<file path="config.mk">
export PLATFORM = sky130hd
export DESIGN_NAME = multi_ball_hit_controller
export DESIGN_NICKNAME = d
export VERILOG_FILES = /design/src/rtl/multi_ball_hit_controller_pkg.sv /design/src/rtl/multi_ball_hit_controller_latch_bank.sv /design/src/rtl/multi_ball_hit_controller.sv
export SDC_FILE = /design/constraint.sdc
export NUM_CORES = 1
export LEC_CHECK = 0
export ABC_AREA = 0
export BUFFER_PORTS_ARGS = -buffer_cell sky130_fd_sc_hd__buf_4
export CAP_MARGIN = 10
export CELL_PAD_IN_SITES_DETAIL_PLACEMENT = 0
export CELL_PAD_IN_SITES_GLOBAL_PLACEMENT = 1
export CORE_MARGIN = 5
export CORE_UTILIZATION = 29
export CTS_BUF_LIST = sky130_fd_sc_hd__clkbuf_16
export DETAILED_ROUTE_END_ITERATION = 10
export GPL_ROUTABILITY_DRIVEN = 0
export PLACE_DENSITY = 0.56
export SYNTH_ARGS = -nofsm -noshare
export SYNTH_HDL_FRONTEND = slang
export SYNTH_HIERARCHICAL = 1
export SYNTH_SLANG_ARGS = --single-unit
</file>
<file path="constraint.sdc">
create_clock -name clk -period 3.9 [get_ports clk]
set_input_delay 0.39 -clock clk [delete_from_list [all_inputs] [get_ports clk]]
set_output_delay 0.39 -clock clk [all_outputs]
set_load 0.005 [all_outputs]
</file>
<file path="src/rtl/multi_ball_hit_controller_pkg.sv">
`default_nettype none
// ============================================================================
// hit_pkg: shared FSM type and arithmetic/index helpers for the hit controller.
// Revision: 1.0
// ============================================================================
package hit_pkg;
  localparam int MAX_BALLS = 8;

  typedef enum logic [1:0] {
    IDLE    = 2'd0,
    RESOLVE = 2'd1,
    PUBLISH = 2'd2
  } state_t;

  // Two's-complement negate of a w-bit value held sign-extended in 32 bits;
  // the most negative value maps to the most positive one.
  function automatic logic signed [31:0] sat_neg(input logic signed [31:0] v, input int w);
    logic signed [31:0] vmin;
    vmin = -(32'sd1 <<< (w - 1));
    if (v == vmin) return -(vmin + 32'sd1);
    return -v;
  endfunction

  function automatic int pair_idx(input int a, input int b, input int n);
    int lo;
    int hi;
    lo = (a < b) ? a : b;
    hi = (a < b) ? b : a;
    return lo * n - (lo * (lo + 1)) / 2 + (hi - lo - 1);
  endfunction
endpackage
`default_nettype wire

</file>
<file path="src/rtl/multi_ball_hit_controller_latch_bank.sv">
`default_nettype none
// ============================================================================
// hit_latch_bank: per-frame hole/border/pair hit latches with snapshot-and-clear.
// Revision: 1.0
// ============================================================================
module hit_latch_bank
  import hit_pkg::*;
#(
  parameter int NUM_BALLS = 4,
  parameter int HOLE_W    = 3
) (
  input  logic                          clk,
  input  logic                          resetN,
  input  logic                          snap,
  input  logic [NUM_BALLS-1:0]          ballDR,
  input  logic                          bordersDR,
  input  logic                          holesDR,
  input  logic [HOLE_W-1:0]             holeNumber,
  output logic [NUM_BALLS-1:0]          snap_hole,
  output logic [NUM_BALLS-1:0]          snap_border,
  output logic [NUM_BALLS*HOLE_W-1:0]   snap_hole_num,
  output logic [NUM_BALLS*(NUM_BALLS-1)/2-1:0] snap_pair
);
  localparam int NUM_PAIRS = NUM_BALLS * (NUM_BALLS - 1) / 2;

  logic [NUM_BALLS-1:0]        hole_latch, border_latch, hole_hit, border_hit;
  logic [NUM_BALLS*HOLE_W-1:0] hole_num_latch;
  logic [NUM_PAIRS-1:0]        pair_latch, pair_hit;

  assign hole_hit   = ballDR & {NUM_BALLS{holesDR}};
  assign border_hit = ballDR & {NUM_BALLS{bordersDR}};

  for (genvar i = 0; i < NUM_BALLS; i++) begin : g_pair_row
    for (genvar j = i + 1; j < NUM_BALLS; j++) begin : g_pair_col
      localparam int P = pair_idx(i, j, NUM_BALLS);
      assign pair_hit[P] = ballDR[i] & ballDR[j];
    end
  end

  always_ff @(posedge clk or negedge resetN) begin
    if (!resetN) begin
      hole_latch     <= '0;
      border_latch   <= '0;
      pair_latch     <= '0;
      hole_num_latch <= '0;
      snap_hole      <= '0;
      snap_border    <= '0;
      snap_pair      <= '0;
      snap_hole_num  <= '0;
    end else begin
      if (snap) begin
        snap_hole     <= hole_latch;
        snap_border   <= border_latch;
        snap_pair     <= pair_latch;
        snap_hole_num <= hole_num_latch;
        hole_latch    <= hole_hit;
        border_latch  <= border_hit;
        pair_latch    <= pair_hit;
      end else begin
        hole_latch    <= hole_latch | hole_hit;
        border_latch  <= border_latch | border_hit;
        pair_latch    <= pair_latch | pair_hit;
      end
      // First hole hit of the frame owns the number; a snapshot clears it.
      for (int b = 0; b < NUM_BALLS; b++) begin
        if (hole_hit[b] && (snap || !hole_latch[b]))
          hole_num_latch[b*HOLE_W +: HOLE_W] <= holeNumber;
        else if (snap)
          hole_num_latch[b*HOLE_W +: HOLE_W] <= '0;
      end
    end
  end
endmodule
`default_nettype wire

</file>
<file path="src/rtl/multi_ball_hit_controller.sv">
`default_nettype none
// ============================================================================
// multi_ball_hit_controller: per-frame hole/border/ball hit resolution for N balls.
// Revision: 1.0
// ============================================================================
module multi_ball_hit_controller
  import hit_pkg::*;
#(
  parameter int NUM_BALLS    = 4,
  parameter int POS_W        = 11,
  parameter int VEL_W        = 11,
  parameter int HOLE_W       = 3,
  parameter int BALL_SIZE    = 32,
  parameter int TOP_OFFSET   = 0,
  parameter int DOWN_OFFSET  = 479,
  parameter int LEFT_OFFSET  = 0,
  parameter int RIGHT_OFFSET = 639
) (
  input  logic                        clk,
  input  logic                        resetN,
  input  logic                        startOfFrame,
  input  logic [NUM_BALLS-1:0]        ballDR,
  input  logic                        bordersDR,
  input  logic                        holesDR,
  input  logic [HOLE_W-1:0]           holeNumber,
  input  logic [NUM_BALLS*POS_W-1:0]  ballPosX,
  input  logic [NUM_BALLS*POS_W-1:0]  ballPosY,
  input  logic [NUM_BALLS*VEL_W-1:0]  ballVelX,
  input  logic [NUM_BALLS*VEL_W-1:0]  ballVelY,
  output logic [NUM_BALLS*VEL_W-1:0]  ballVelXOut,
  output logic [NUM_BALLS*VEL_W-1:0]  ballVelYOut,
  output logic [NUM_BALLS-1:0]        ballCollision,
  output logic [NUM_BALLS-1:0]        ballHoleHit,
  output logic [NUM_BALLS*HOLE_W-1:0] ballHoleNum,
  output logic                        borderCollisionOccurred,
  output logic                        ballCollisionOccurred,
  output logic                        holeCollisionOccurred,
  output logic                        outValid
);
  localparam int NUM_PAIRS = NUM_BALLS * (NUM_BALLS - 1) / 2;
  localparam int IDX_W     = $clog2(NUM_BALLS);
  localparam logic [IDX_W-1:0] LAST_IDX = IDX_W'(NUM_BALLS - 1);

  state_t state, state_nxt;
  logic [IDX_W-1:0] idx, partner;
  logic pending, snap, resolving, publish, found;

  logic [NUM_BALLS-1:0]        snap_hole, snap_border;
  logic [NUM_BALLS*HOLE_W-1:0] snap_hole_num;
  logic [NUM_PAIRS-1:0]        snap_pair;
  logic [NUM_BALLS*POS_W-1:0]  snap_px, snap_py;
  logic [NUM_BALLS*VEL_W-1:0]  snap_vx, snap_vy;

  logic [POS_W-1:0]        pos_x [NUM_BALLS];
  logic [POS_W-1:0]        pos_y [NUM_BALLS];
  logic signed [VEL_W-1:0] vel_x [NUM_BALLS];
  logic signed [VEL_W-1:0] vel_y [NUM_BALLS];
  logic [HOLE_W-1:0]       hole_num [NUM_BALLS];

  logic signed [VEL_W-1:0] res_vx [NUM_BALLS];
  logic signed [VEL_W-1:0] res_vy [NUM_BALLS];
  logic [HOLE_W-1:0]       res_hnum [NUM_BALLS];
  logic [NUM_BALLS-1:0]    res_coll, res_hole, res_border, res_pair;
  logic [NUM_BALLS*VEL_W-1:0]  res_vx_p, res_vy_p;
  logic [NUM_BALLS*HOLE_W-1:0] res_hnum_p;

  logic signed [VEL_W-1:0] nvx, nvy;
  logic n_coll, n_hole, n_border, n_pair;
  int px, py, vx, vy;

  hit_latch_bank #(.NUM_BALLS(NUM_BALLS), .HOLE_W(HOLE_W)) u_latch_bank (
    .clk(clk), .resetN(resetN), .snap(snap), .ballDR(ballDR),
    .bordersDR(bordersDR), .holesDR(holesDR), .holeNumber(holeNumber),
    .snap_hole(snap_hole), .snap_border(snap_border),
    .snap_hole_num(snap_hole_num), .snap_pair(snap_pair)
  );

  for (genvar b = 0; b < NUM_BALLS; b++) begin : g_view
    assign pos_x[b]    = snap_px[b*POS_W +: POS_W];
    assign pos_y[b]    = snap_py[b*POS_W +: POS_W];
    assign vel_x[b]    = snap_vx[b*VEL_W +: VEL_W];
    assign vel_y[b]    = snap_vy[b*VEL_W +: VEL_W];
    assign hole_num[b] = snap_hole_num[b*HOLE_W +: HOLE_W];
    assign res_vx_p[b*VEL_W +: VEL_W]     = res_vx[b];
    assign res_vy_p[b*VEL_W +: VEL_W]     = res_vy[b];
    assign res_hnum_p[b*HOLE_W +: HOLE_W] = res_hnum[b];
  end

  always_ff @(posedge clk or negedge resetN) begin
    if (!resetN) state <= IDLE;
    else         state <= state_nxt;
  end

  always_comb begin
    state_nxt = state;
    case (state)
      IDLE:    if (snap) state_nxt = RESOLVE;
      RESOLVE: if (idx == LAST_IDX) state_nxt = PUBLISH;
      PUBLISH: state_nxt = IDLE;
      default: state_nxt = IDLE;
    endcase
  end

  always_comb begin
    snap      = (state == IDLE) && (startOfFrame || pending);
    resolving = (state == RESOLVE);
    publish   = (state == PUBLISH);
  end

  // A frame start seen while busy is replayed right after PUBLISH.
  always_ff @(posedge clk or negedge resetN) begin
    if (!resetN) begin
      idx <= '0; pending <= 1'b0;
      snap_px <= '0; snap_py <= '0; snap_vx <= '0; snap_vy <= '0;
    end else begin
      if (snap) begin
        idx <= '0; pending <= 1'b0;
        snap_px <= ballPosX; snap_py <= ballPosY;
        snap_vx <= ballVelX; snap_vy <= ballVelY;
      end else begin
        if (resolving) idx <= idx + 1'b1;
        if (startOfFrame) pending <= 1'b1;
      end
    end
  end

  always_comb begin
    px = int'(pos_x[idx]); py = int'(pos_y[idx]);
    vx = int'(vel_x[idx]); vy = int'(vel_y[idx]);
    found = 1'b0; partner = '0;
    for (int j = 0; j < NUM_BALLS; j++) begin
      if (!found && j != int'(idx) && !snap_hole[j] &&
          snap_pair[pair_idx(j, int'(idx), NUM_BALLS)]) begin
        found = 1'b1; partner = IDX_W'(j);
      end
    end
    nvx = vel_x[idx]; nvy = vel_y[idx];
    n_coll = 1'b0; n_hole = 1'b0; n_border = 1'b0; n_pair = 1'b0;
    if (snap_hole[idx]) begin
      nvx = '0; nvy = '0; n_hole = 1'b1;
    end else if (snap_border[idx]) begin
      n_coll = 1'b1; n_border = 1'b1;
      if ((px <= LEFT_OFFSET + BALL_SIZE / 2 && vx < 0) ||
          (px + BALL_SIZE >= RIGHT_OFFSET - BALL_SIZE / 2 && vx > 0))
        nvx = VEL_W'(sat_neg(vx, VEL_W));
      if ((py <= TOP_OFFSET + BALL_SIZE / 2 && vy < 0) ||
          (py + BALL_SIZE >= DOWN_OFFSET - BALL_SIZE / 2 && vy > 0))
        nvy = VEL_W'(sat_neg(vy, VEL_W));
    end else if (found) begin
      nvx = vel_x[partner]; nvy = vel_y[partner];
      n_coll = 1'b1; n_pair = 1'b1;
    end
  end

  always_ff @(posedge clk or negedge resetN) begin
    if (!resetN) begin
      for (int b = 0; b < NUM_BALLS; b++) begin
        res_vx[b] <= '0; res_vy[b] <= '0; res_hnum[b] <= '0;
      end
      res_coll <= '0; res_hole <= '0; res_border <= '0; res_pair <= '0;
    end else if (resolving) begin
      res_vx[idx]     <= nvx;
      res_vy[idx]     <= nvy;
      res_hnum[idx]   <= n_hole ? hole_num[idx] : '0;
      res_coll[idx]   <= n_coll;
      res_hole[idx]   <= n_hole;
      res_border[idx] <= n_border;
      res_pair[idx]   <= n_pair;
    end
  end

  always_ff @(posedge clk or negedge resetN) begin
    if (!resetN) begin
      ballVelXOut <= '0; ballVelYOut <= '0; ballCollision <= '0;
      ballHoleHit <= '0; ballHoleNum <= '0; outValid <= 1'b0;
      borderCollisionOccurred <= 1'b0; ballCollisionOccurred <= 1'b0;
      holeCollisionOccurred   <= 1'b0;
    end else begin
      outValid <= publish;
      if (publish) begin
        ballVelXOut   <= res_vx_p;
        ballVelYOut   <= res_vy_p;
        ballCollision <= res_coll;
        ballHoleHit   <= res_hole;
        ballHoleNum   <= res_hnum_p;
        borderCollisionOccurred <= |res_border;
        ballCollisionOccurred   <= |res_pair;
        holeCollisionOccurred   <= |res_hole;
      end
    end
  end
endmodule
`default_nettype wire

</file>
==> flow_metrics.py <==
metrics = {
    "pwr": {
        "ir_worst_vdd_mv": 0.808,
        "power.internal_mw": 14.4,
        "pwr-share-clk_pct": 17.5,
        "p_leak_nw": 13.5,
        "combPwrFrac_pct": 50.1,
        "p_seq_share_pct": 32.4,
        "p_per_area_nw_per_um2": 934,
        "power_switching_share_pct": 44.3,
        "p_switching_mw": 11.5,
    },
    "floorplanning": {
        "start_util_pct": 29.4,
        "pin_count": 300,
        "die_area_um2": 78100,
        "die_w_um": 279,
        "fp-row-count": 98,
        "die_h_um": 279,
        "design.core.area_um2": 71700,
    },
    "route": {
        "drtPass1Iterations": 5,
        "drc": 0,
        "ant_nets": 0,
        "wl_per_cell_um": 18.8,
        "wl_um": 69300,
        "num_vias": 17410,
        "drtIter0Drc": 1042,
        "vias_per_cell": 4.73,
    },
    "hold_path": {
        "min_from": "ballVelX[12]",
        "whs_path_depth": 3,
        "holdPathEnd": "snap_vx[12]$_DFFE_PN0P_",
        "hp-class": "input pin to flop",
    },
    "logic_synthesis": {
        "netlist_instances": 2254,
        "synth-async-reset-ratio_pct": 100,
        "synth_top_area_share_pct": 54.8,
        "synth.yosys.seq_area_share_pct": 54.8,
        "synth_ff_type": "dfrtp_1",
        "yosys.area.top_type": "dfrtp_1",
        "synth_common_cells": "nand2_1 (1020), dfrtp_1 (461), clkbuf_1 (104)",
        "synth_area_per_cell_um2": 9.34,
        "synth.most_common_cell": "nand2_1",
        "synth-edff-count": 0,
        "yosys_warnings": 6,
        "netlist_area_um2": 21100,
        "syn_nets": 2458,
        "ys_seq_elements": 461,
        "synth.area.top_cells": "dfrtp_1 (55%), nand2_1 (18%), mux4_2 (4.9%), o21ai_0 (2.4%), o31ai_1 (1.9%)",
        "post_synth_num_cell_types": 74,
    },
    "clock_tree": {
        "cts_buffers": 53,
        "htree_levels": 2,
        "clockRootBuffer": "clkbuf_16",
        "insertion_delay_ps": 610,
        "clock_path_buffers": 3,
        "clkSinkCount": 461,
        "clk_pin_slew_ps": 60,
        "cts_tree": "built",
    },
    "place": {
        "post-place-ws_ps": 235,
        "port_buffers": 299,
        "hpwlAfterDp_um": 49800,
        "place_inst": 3420,
    },
    "cells_and_area": {
        "nNetsFinal": 2886,
        "drive_above_1_share_pct": 19.9,
        "n_fill_cell": 7324,
        "area_growth_pct": 31.6,
        "instances_no_fill": 3683,
    },
    "sta": {
        "max_freq_mhz": 272,
        "setup_tns_ps": 0,
        "rsz0062_at_grt": "false",
        "hold_viol": 0,
        "slew_headroom_pct": 28.3,
        "skew_ps": 27.3,
        "maxSlewViolCount": 0,
        "setup_viol": 0,
        "setup_ws_ps": 221,
        "worst_pin_slew_ps": 1080,
        "fin_crit_sh_pct": 94.3,
        "fin_crit_ps": 3680,
    },
    "worst_setup_path": {
        "timing.rr.end": "res_vy[7]$_DFFE_PN0P_",
        "critical_path_required_ps": 4360,
        "path_class": "flop to flop",
        "cp-start-kind": "flop",
        "regToRegSetupSlack_ps": 220,
        "worstRegToRegCells": 11,
        "cp.arrival_ps": 4140,
        "critPathMaxFanout": 28,
        "rr_startpoint": "idx[0]$_DFFE_PN0P_",
        "end_kind": "flop",
    },
    "grt": {
        "gr-total-overflow": 0,
        "grt.busiest_layer": "met2",
        "grt_usage_pct": 17.3,
        "met2_usage_pct": 26.8,
        "antenna_found_initial": 12,
        "met1_usage_pct": 25.5,
        "first_global_vias": 17705,
        "grt_max_degree": 180,
        "met3_usage_pct": 3.51,
        "grt_pass1_wl_um": 108000,
    },
    "flow_run": {
        "drv_cap": 0,
    },
    "status": {
        "status": "complete, no violations",
    },
}
## critical path, cell delays in order, from the launching register on
cell	delay (ps)
dfrtp_4	540
buf_12	250
mux4_2	580
inv_1	100
ha_1	230
nand2_1	70
o32a_1	340
or3_1	400
a31oi_4	300
a21oi_1	140
mux2i_1	410
o31ai_1	130
## stage by stage
step	power (mW)	area [µm²]	hold slack, ps	utilization, %
finish	25.9	27700	28.6	38.6
global route	27.9	27700	9.32	38.6
CTS	26.1	27600	0.619	38.5
detailed placement	21.3	24500	460	34.2
global placement	21.0	24500	449	34.2
floorplan	16.5	21100	94.4	-
## logic make-up after synthesis
kind of cell / synth area share, %
compound gates: 9.11
fa+ha+maj: 0.951
buf+inv: 3.33
mux: 8.10
flops: 54.8
xor+xnor: 0.0832
simple gates: 23.7
## flip-flops by register name, summed over array words and instances, names as in the netlist, 6 cells and up
name                         cells
snap_vx                         44
u_latch_bank/pair_latch          6
snap_px                         44
res_vy                          44
u_latch_bank/hole_num_latch     12
u_latch_bank/snap_hole_num      12
res_vx                          44
snap_py                         44
snap_vy                         44
ballVelYOut                     44
ballVelXOut                     44
ballHoleNum                     12
u_latch_bank/snap_pair           6
res_hnum                        12
## worst max path at each step
stage / startpoint / end / slack [ps] / cells past startpoint
6_report: idx[0]$_DFFE_PN0P_ / res_vy[7]$_DFFE_PN0P_ / 220 / 11
5_1_grt: idx[0]$_DFFE_PN0P_ / res_vx[15]$_DFFE_PN0P_ / 10 / 12
4_1_cts: idx[0]$_DFFE_PN0P_ / res_vy[8]$_DFFE_PN0P_ / 220 / 11
3_5_place_dp: idx[0]$_DFFE_PN0P_ / res_vx[19]$_DFFE_PN0P_ / 230 / 9
3_3_place_gp: idx[0]$_DFFE_PN0P_ / res_vy[8]$_DFFE_PN0P_ / 280 / 11
2_1_floorplan: idx[1]$_DFFE_PN0P_ / res_vx[16]$_DFFE_PN0P_ / 8 / 16
## power groups by stage
stage	combinational, mW	clock (mW)	sequential [mW]
4_1_cts	13.0	4.72	8.41
3_3_place_gp	12.6	0	8.45
6_report	13.0	4.52	8.39
5_1_grt	14.4	4.90	8.64
2_1_floorplan	8.65	0	7.80
3_5_place_dp	12.8	0	8.48
## layout by cell type, fill, tap and decap left out, types with 9 or more instances in the layout
cell / instances
mux2i_1: 23
or3_1: 11
mux2_2: 35
o32ai_1: 13
dlygate4sd3_1: 156
nand2b_1: 28
nor2_1: 30
nor3_1: 10
o21ai_0: 103
buf_4: 338
mux4_2: 46
nand2_1: 1016
dfrtp_1: 459
nor4_1: 10
clkinv_1: 14
nand3_1: 65
ha_1: 16
a21oi_1: 22
diode_2: 10
buf_12: 11
clkbuf_16: 53
inv_1: 39
nand4_1: 9
o31ai_1: 53
clkinv_2: 12
## timing repair
| item | 4_1_cts | 5_1_grt |
|---|---|---|
| setup endpoints to repair | 0 | 27 |
| resized for setup | 0 | 5 |
| hold buffers | 155 | 1 |
| endpoints found under the hold margin | 249 | 1 |
| buffers inserted | 0 | 1 |
## per-layer routing
layer,routed length (µm),up-vias
li1,-,8452
met1,33400,8392
met2,30800,473
met3,3950,89
met4,1140,4
met5,21,-
## cell type report
type | instances | area [µm²] | share of cell area [%]
tap | 950 | 1190 | 4.29
timing repair buffer | 507 | 4350 | 15.7
inverter | 30 | 120 | 0.433
sequential | 461 | 11500 | 41.7
clock buffer | 53 | 1330 | 4.79
clock inverter | 43 | 243 | 0.876
antenna | 10 | 25.0 | 0.0903
multi-input combinational | 1629 | 8920 | 32.2
No activity file was read; power rests on OpenSTA's default activity.
